### src/rtl/mux_nx1_arb.sv
// N-to-1 registered multiplexer with valid/ready handshaking on every port.
// The channel is chosen by sel (MODE 0) or by a round-robin arbiter (MODE 1).
module mux_nx1_arb #(
   parameter  int WIDTH  = 32,
   parameter  int NUM_IN = 32,
   parameter  int MODE   = 0,
   localparam int SEL_W  = $clog2(NUM_IN)
) (
   input  logic                    clk,
   input  logic                    rst,
   input  logic [NUM_IN-1:0]       in_valid,
   input  logic [NUM_IN*WIDTH-1:0] in_data,
   output logic [NUM_IN-1:0]       in_ready,
   input  logic [SEL_W-1:0]        sel,
   output logic                    out_valid,
   output logic [WIDTH-1:0]        out_data,
   output logic [SEL_W-1:0]        out_sel,
   input  logic                    out_ready
);

   logic             can_accept;
   logic [SEL_W-1:0] rr_ptr;
   logic [SEL_W-1:0] grant;
   logic [SEL_W-1:0] grant_hi;
   logic [SEL_W-1:0] grant_lo;
   logic             found_hi;
   logic             xfer;
   logic [WIDTH-1:0] xfer_data;
   logic [SEL_W-1:0] xfer_sel;

   assign can_accept = !out_valid || out_ready;

   // Round-robin search split in two halves: the lowest requester above rr_ptr
   // wins; otherwise wrap to the lowest requester at or below rr_ptr.
   always_comb begin : rr_search
      // NOTE: every always_comb output gets a default first so no path leaves it unassigned (no latch).
      grant_hi = '0;
      grant_lo = '0;
      found_hi = 1'b0;
      for (int i = NUM_IN - 1; i >= 0; i--) begin
         if (in_valid[i]) begin
            if (SEL_W'(i) > rr_ptr) begin
               grant_hi = SEL_W'(i);
               found_hi = 1'b1;
            end else begin
               grant_lo = SEL_W'(i);
            end
         end
      end
      grant = found_hi ? grant_hi : grant_lo;
   end

   // An out-of-range sel matches no channel, so nothing is accepted.
   always_comb begin : ready_gen
      in_ready = '0;
      if (MODE == 0) begin
         for (int i = 0; i < NUM_IN; i++) begin
            if (sel == SEL_W'(i)) in_ready[i] = can_accept;
         end
      end else if (|in_valid) begin
         for (int i = 0; i < NUM_IN; i++) begin
            if (grant == SEL_W'(i)) in_ready[i] = can_accept;
         end
      end
   end

   // At most one ready bit is set, so at most one channel can match here.
   always_comb begin : xfer_mux
      xfer      = 1'b0;
      xfer_data = '0;
      xfer_sel  = '0;
      for (int i = 0; i < NUM_IN; i++) begin
         if (in_valid[i] && in_ready[i]) begin
            xfer      = 1'b1;
            xfer_data = in_data[i*WIDTH +: WIDTH];
            xfer_sel  = SEL_W'(i);
         end
      end
   end

   always_ff @(posedge clk) begin
      // NOTE: state registers use non-blocking assignments so every flop samples pre-edge values.
      if (rst) begin
         out_valid <= 1'b0;
         out_data  <= '0;
         out_sel   <= '0;
         rr_ptr    <= SEL_W'(NUM_IN - 1);
      end else begin
         if (xfer) begin
            out_valid <= 1'b1;
            out_data  <= xfer_data;
            out_sel   <= xfer_sel;
            if (MODE == 1) rr_ptr <= xfer_sel;
         end else if (out_ready) begin
            out_valid <= 1'b0;
         end
      end
   end

endmodule
### config.mk
export PLATFORM = sky130hd
export DESIGN_NAME = mux_nx1_arb
export DESIGN_NICKNAME = d
export VERILOG_FILES = /design/src/rtl/mux_nx1_arb.sv
export SDC_FILE = /design/constraint.sdc
export NUM_CORES = 1
export LEC_CHECK = 0
export CORE_AREA = 2 2 446 448
export DETAILED_ROUTE_END_ITERATION = 10
export DIE_AREA = 0 0 448 450
export PLACE_DENSITY = 0.3
export SLEW_MARGIN = 20
export SYNTH_ARGS = -nofsm -noshare
export SYNTH_HDL_FRONTEND = slang
export SYNTH_SLANG_ARGS = --single-unit
### constraint.sdc
create_clock -name clk -period 5.1 [get_ports clk]
set_clock_uncertainty 0.2 [all_clocks]
set_input_delay 0.51 -clock clk [delete_from_list [all_inputs] [get_ports clk]]
set_output_delay 0.51 -clock clk [all_outputs]
set_load 0.01 [all_outputs]
# Word level (Yosys, flattened, before mapping)
# Cells that the tools add are included.
# Widths: inputs -> output; s select.
# classes
mux,129
reduce_logical,36
n_eq_ne,31
# ops
op,n
$mux 32,32
$mux 5,30
$eq 5x5->1 const B,16
$mux 1,67
$eq 5x4->1 const B,8
$logic_and 1x1->1,32
$eq 5x3->1 const B,4
$eq 5x2->1 const B,2
$eq 5x1->1 const B,1
$logic_not 5->1,1
$reduce_bool 2->1,1
$logic_not 1->1,1
$logic_or 1x1->1,1
# totals
wordCells,199
reg_bits,38
input_bits,1064
output_inout_bits,70

# Depth between registers and ports, before layout
# depth
depth_word,37
ltp_mapped,12
depth_no_buf,7

# Least setup slack after synthesis
# Ideal clock, no wire load.
# synth_timing
path_type,input port to flip-flop
startpoint,input sel[4]
endpoint,register out_data[14]
path_slack_ns,2.101
path_buffers,5
arrival_ns,2.677
t_required_ns,4.778
cell_stages,11
setup_time_ns,0.122
cell_sequence,clkbuf_1 -> buf_2 -> buf_4 -> buf_2 -> nor4_1 -> nand2_1 -> clkbuf_1 -> o21ai_0 -> a31oi_1 -> a211oi_1 -> o21ai_1
# synth_between
word_cells_on_any_way,160
cone_classes,eq/ne: 31; mux: 96; reduce/logical: 33
# synth_lines
item,line,text
"start, declared",14,"input logic [SEL_W-1:0] sel,"
$eq 5x4->1 *,58,if (sel == SEL_W'(i)) in_ready[i] = can_accept;
$mux 1 *,58,
net in_ready[15],13,"output logic [NUM_IN-1:0] in_ready,"
$logic_and 1x1->1 *,73,if (in_valid[i] && in_ready[i]) begin
$mux 32 / $mux 1 (equally long branches) (17 in series),73,
"end signal, assigned",91,out_data <= xfer_data;
"end, declared",16,"output logic [WIDTH-1:0] out_data,"
# The timed path passes the listed nets; every way through them passes the cells marked *.
# A chain may end at the register's enable or synchronous reset.

# Worst setup path in the final report
# layout_timing
startpoint,input sel[1]
endpoint,register out_sel[2]
# layout_between
elab_chain_cells,35
word_cells_on_any_way,157
cone_classes,eq/ne: 31; mux: 93; reduce/logical: 33
# layout_lines
item,line,text
$logic_not 5->1,58,
$mux 1,58,
$logic_and 1x1->1,73,
$mux 1 (32 in series),73,
"end signal, assigned",92,out_sel <= xfer_sel;
"end, declared",17,"output logic [SEL_W-1:0] out_sel,"
# Several ways; a longest one is shown, not always the timed one.

==> results <==
- In this run, CTS created clock tree buffers numbering 5.
- In this run the most critical hold path is launched from out_sel[4].
- In this run the worst path has a maximum fanout of 22.
- The worst supply voltage drop on vdd is 0.200 mV.
- The transition time at the pin with the least slew margin is 1.28 ns.
- STA classifies the critical path startpoint as a primary input.
- For this run the aggregate overflow at the end of global routing stands at 0.
- The number of global-route vias before repair is approximately 21000.
- The area of all placed cells without fillers is 26500 µm².
- The number of placed instances, taps included, is 5405.
- The mapped netlist covers 11000 µm².
- The register clock-pin slew on the reported worst setup and hold paths is approximately 0.080 ns.
- After clock tree synthesis, the setup repair step added 0 buffers.
- The number of sinks handled by clock tree synthesis is 38.
- The final net count is about 3800.
- The overall global routing resource usage is 19.1%.
- The fraction of layout cells with a size suffix above 1 is 8.62%.
- The most frequent standard cell in the layout excluding fill and tap cells is sky130_fd_sc_hd__clkdlybuf4s50_1.
- The number of enable-type register cells in the synthesized netlist is 0.
- Across all register-to-register paths, the minimum setup slack is between 0.5 and 0.6 ns.
- The floorplan step defined a core boundary enclosing 197000 µm².
- In this run the static leakage power is between 8 and 9 nW.
- The die covers 202000 µm².
- Summed over all instances, the cell type with the most area after synthesis is sky130_fd_sc_hd__a22oi_1.
- The prevailing post-synth register cell is sky130_fd_sc_hd__dfxtp_1.
- Dividing total power by cell area gives a power density of 109 nW/µm².
- Detailed routing placed a total of 13.4 mm of wire on met3.
- The routed wire length per instance is 37.2 µm.
- In the detailed route, the total length drawn on met2 is a little over 100 mm.
- The capture endpoint of the worst hold path is out_sel[4].
- The wire length after detailed routing is between 200 and 250 mm.
- The congestion estimate from routability-driven global placement came to a little over 0.9.
- The number of standard cells in the final layout excluding fillers is 5446.
- The synthesized instance count is 1690.
- Max-cap violations in this run came to 0.
- The startpoint identified for the worst register-to-register timing path is out_valid.
- The final hold violation count is 0.
- The initial core utilization is 5.59%.
- After detailed routing, the wire length on met1 is about 83 mm.
- The via-per-instance ratio is 3.90.
- The number of I/O pins is 1134.
- The number of buffers on the longest clock path is 2.
- In this run the critical register-to-register path is captured at out_data[3].
- At the worst endpoint, the arrival time is 4.70 ns.
- The number of synthesized register bits is 38.
- The detailed router placed ~21000 vias in this run.
- The number of cells on the worst hold path is 2.
- Yosys printed 0 warnings.
- For this run, the register share of the synthesized area comes to 6.92%.
- TritonCTS built the clock tree.
- Sorting the synthesized cells by area gives the leading types as sky130_fd_sc_hd__a22oi_1 7.3%, sky130_fd_sc_hd__dfxtp_1 6.9%, sky130_fd_sc_hd__o22ai_1 6.1%.
- The maximum clock frequency is 0.214 GHz.
- The flow ran to the end, and the final reports show no timing, DRC or antenna violations.
- When the netlist entered floorplanning its net count stood at 2754.
- The average instance area after synthesis is 6.50 µm².
- The clock period minus worst slack is 4.68 ns.
- Relative to the synthesized area, the layout overhead comes to 141%.
- The share of the cycle needed by the critical path after routing is 91.8%.
- The worst setup path is captured at a flip-flop.
- Counting flops with an async set or reset pin after synthesis yields a share of 0%.
- After synthesis, the largest area contributor takes up 7.31% of total cell area.
- In this run the core area contains between 150 and 200 standard-cell rows.
- Entering global routing, the biggest net connects 35 pins.
- The root buffer cell is sky130_fd_sc_hd__clkbuf_16.
- Setup violations remaining at the end of the flow were counted as 0.
- In this run, the number of DRC markers left after iteration 0 of detailed routing was 2054.
- The clock latency on the worst-skew pair is between 0.3 and 0.4 ns.
- In the final timing run, aggregate negative setup slack is 0 ns.
- The number of slew-limit violations in the final report is 0.
- For the worst setup path, the data required time is 5.12 ns.
- The number of levels in the clock H-tree is 2.
- The class of the worst hold path is reg -> reg.
- The worst setup path category is in -> reg.
- The number of hold buffers added after CTS was 0.
- Buffers placed on the I/O ports in this run total 1133.
- The post-place instance area is 26200 µm².
- The design draws between 2 and 3 mW.
- Setup repair after global routing left no endpoint under its margin.
- The global-route wire length before repair is 248 mm.
- The initial antenna violation count is about 110.
- The placed wire-length estimate after detailed placement is 181 mm.
- The height of the die is ~450 µm.
- The remaining antenna violation count after routing is 0.
- In the routed design, unresolved DRC markers number 0.
- The count of distinct cell types in the synthesized netlist is 70.
- Headroom to the max-slew limit came out at 13.5%.
- The die is 448 µm wide.
- The number of cells on the worst reg-to-reg path is 9.
- The highest layer used for signal routing is met5.
- The first detailed-routing pass took 6 iterations.
- The number of gates resized after CTS was 0.
- The top cell types in the final layout, fill and taps aside, are 1128 x sky130_fd_sc_hd__clkdlybuf4s50_1, 161 x sky130_fd_sc_hd__nand2_1, 139 x sky130_fd_sc_hd__buf_4.
[final cells by class]
cell class / instances / area [µm²]
Tap cell: 2640 / 3300
Timing Repair Buffer: 1278 / 12500
Inverter: 36 / 135
Fill cell: 22870 / 170000
Antenna cell: 33 / 82.6
Sequential cell: 38 / 761
Clock inverter: 3 / 68.8
Multi-Input combinational cell: 1413 / 9500
Clock buffer: 5 / 125
[report_power, final]
group / leakage, nW / switching [mW] / internal, mW / total (mW)
combinational: 7.86 / 0.976 / 1.05 / 2.03
sequential: 0.313 / 0.0419 / 0.339 / 0.381
clock: 0.0942 / 0.191 / 0.283 / 0.474
total: 8.26 / 1.21 / 1.68 / 2.88
[Yosys cell counts, types with 6 or more instances]
library cell and instances:
sky130_fd_sc_hd__a221o_1 11, sky130_fd_sc_hd__o221a_2 23, sky130_fd_sc_hd__a222oi_1 11, sky130_fd_sc_hd__nor3_1 14
sky130_fd_sc_hd__a311oi_1 9, sky130_fd_sc_hd__or3_1 25, sky130_fd_sc_hd__o21ai_0 86, sky130_fd_sc_hd__a21oi_1 106
sky130_fd_sc_hd__nand3_1 34, sky130_fd_sc_hd__a22oi_1 107, sky130_fd_sc_hd__buf_2 23, sky130_fd_sc_hd__o2111ai_1 24
sky130_fd_sc_hd__o22a_1 28, sky130_fd_sc_hd__clkbuf_1 166, sky130_fd_sc_hd__nand2_1 162, sky130_fd_sc_hd__or2_2 6
sky130_fd_sc_hd__inv_1 35, sky130_fd_sc_hd__a31oi_1 75, sky130_fd_sc_hd__o32ai_1 10, sky130_fd_sc_hd__o21a_1 8
sky130_fd_sc_hd__nand4_1 7, sky130_fd_sc_hd__dfxtp_1 38, sky130_fd_sc_hd__a211o_1 8, sky130_fd_sc_hd__a2111oi_0 23
sky130_fd_sc_hd__a211oi_1 57, sky130_fd_sc_hd__o211a_1 21, sky130_fd_sc_hd__o211ai_1 23, sky130_fd_sc_hd__nor4_1 12
sky130_fd_sc_hd__o21ai_1 22, sky130_fd_sc_hd__o221ai_1 68, sky130_fd_sc_hd__o22ai_1 107, sky130_fd_sc_hd__buf_1 11
sky130_fd_sc_hd__nand3b_1 8, sky130_fd_sc_hd__a221oi_1 26, sky130_fd_sc_hd__mux2i_1 8, sky130_fd_sc_hd__nand2b_1 7
sky130_fd_sc_hd__a32oi_1 24, sky130_fd_sc_hd__and3_1 23, sky130_fd_sc_hd__nor2b_1 13, sky130_fd_sc_hd__and2_1 27
sky130_fd_sc_hd__nor2_1 98, sky130_fd_sc_hd__a22o_1 45
[kinds of logic (layout without fill, tap and decap cells)]
logic type	count (synthesis)	count (layout)	share of synthesized area, %
AOI/OAI and AO/OA	938	938	62.1
buffers and inverters	239	1322	8.56
DFF	38	38	6.92
muxes	12	12	1.17
other	0	33	0
and+or+nand+nor	463	463	21.3
[worst max-delay path, stage by stage]
cell,delay [ns]
sky130_fd_sc_hd__buf_2,0.44
sky130_fd_sc_hd__buf_4,0.40
sky130_fd_sc_hd__and3b_1,0.27
sky130_fd_sc_hd__o2111ai_1,0.82
sky130_fd_sc_hd__o21ai_0,0.55
sky130_fd_sc_hd__nor4b_4,0.62
sky130_fd_sc_hd__buf_4,0.44
sky130_fd_sc_hd__nand2_1,0.26
sky130_fd_sc_hd__o221a_2,0.34
[stage by stage]
| stage | util (%) | hold WS (ns) | setup WS, ns |
|---|---|---|---|
| floorplan | - | 0.281 | 2.10 |
| global placement | 13.3 | 0.251 | 0.110 |
| detailed placement | 13.3 | 0.250 | 0.139 |
| CTS | 13.4 | 0.261 | 0.505 |
| global route | 13.4 | 0.299 | 0.352 |
| finish | 13.5 | 0.267 | 0.419 |
[metal layers]
metal,GRT usage [%],up-vias
met5,0,-
met4,4.09,56
met3,3.87,213
met2,33.8,1137
met1,23.4,10679
li1,-,9164
[state kept, by name, summed over array words and instances (netlist names)]
| signal | flops |
|---|---|
| out_sel | 5 |
| out_data | 32 |
| out_valid | 1 |
[worst max-delay path by stage]
stage          startpoint            to  slack (ns)  cells after the start
2_1_floorplan      sel[4]  out_data[14]        2.10                     11
3_3_place_gp       sel[1]  out_data[20]        0.11                     10
3_5_place_dp       sel[1]    out_sel[2]        0.14                      9
4_1_cts            sel[1]    out_sel[2]        0.50                      9
5_1_grt            sel[1]  out_data[20]        0.35                     10
6_report           sel[1]    out_sel[2]        0.42                      9
(Power assumes the default switching activity.)
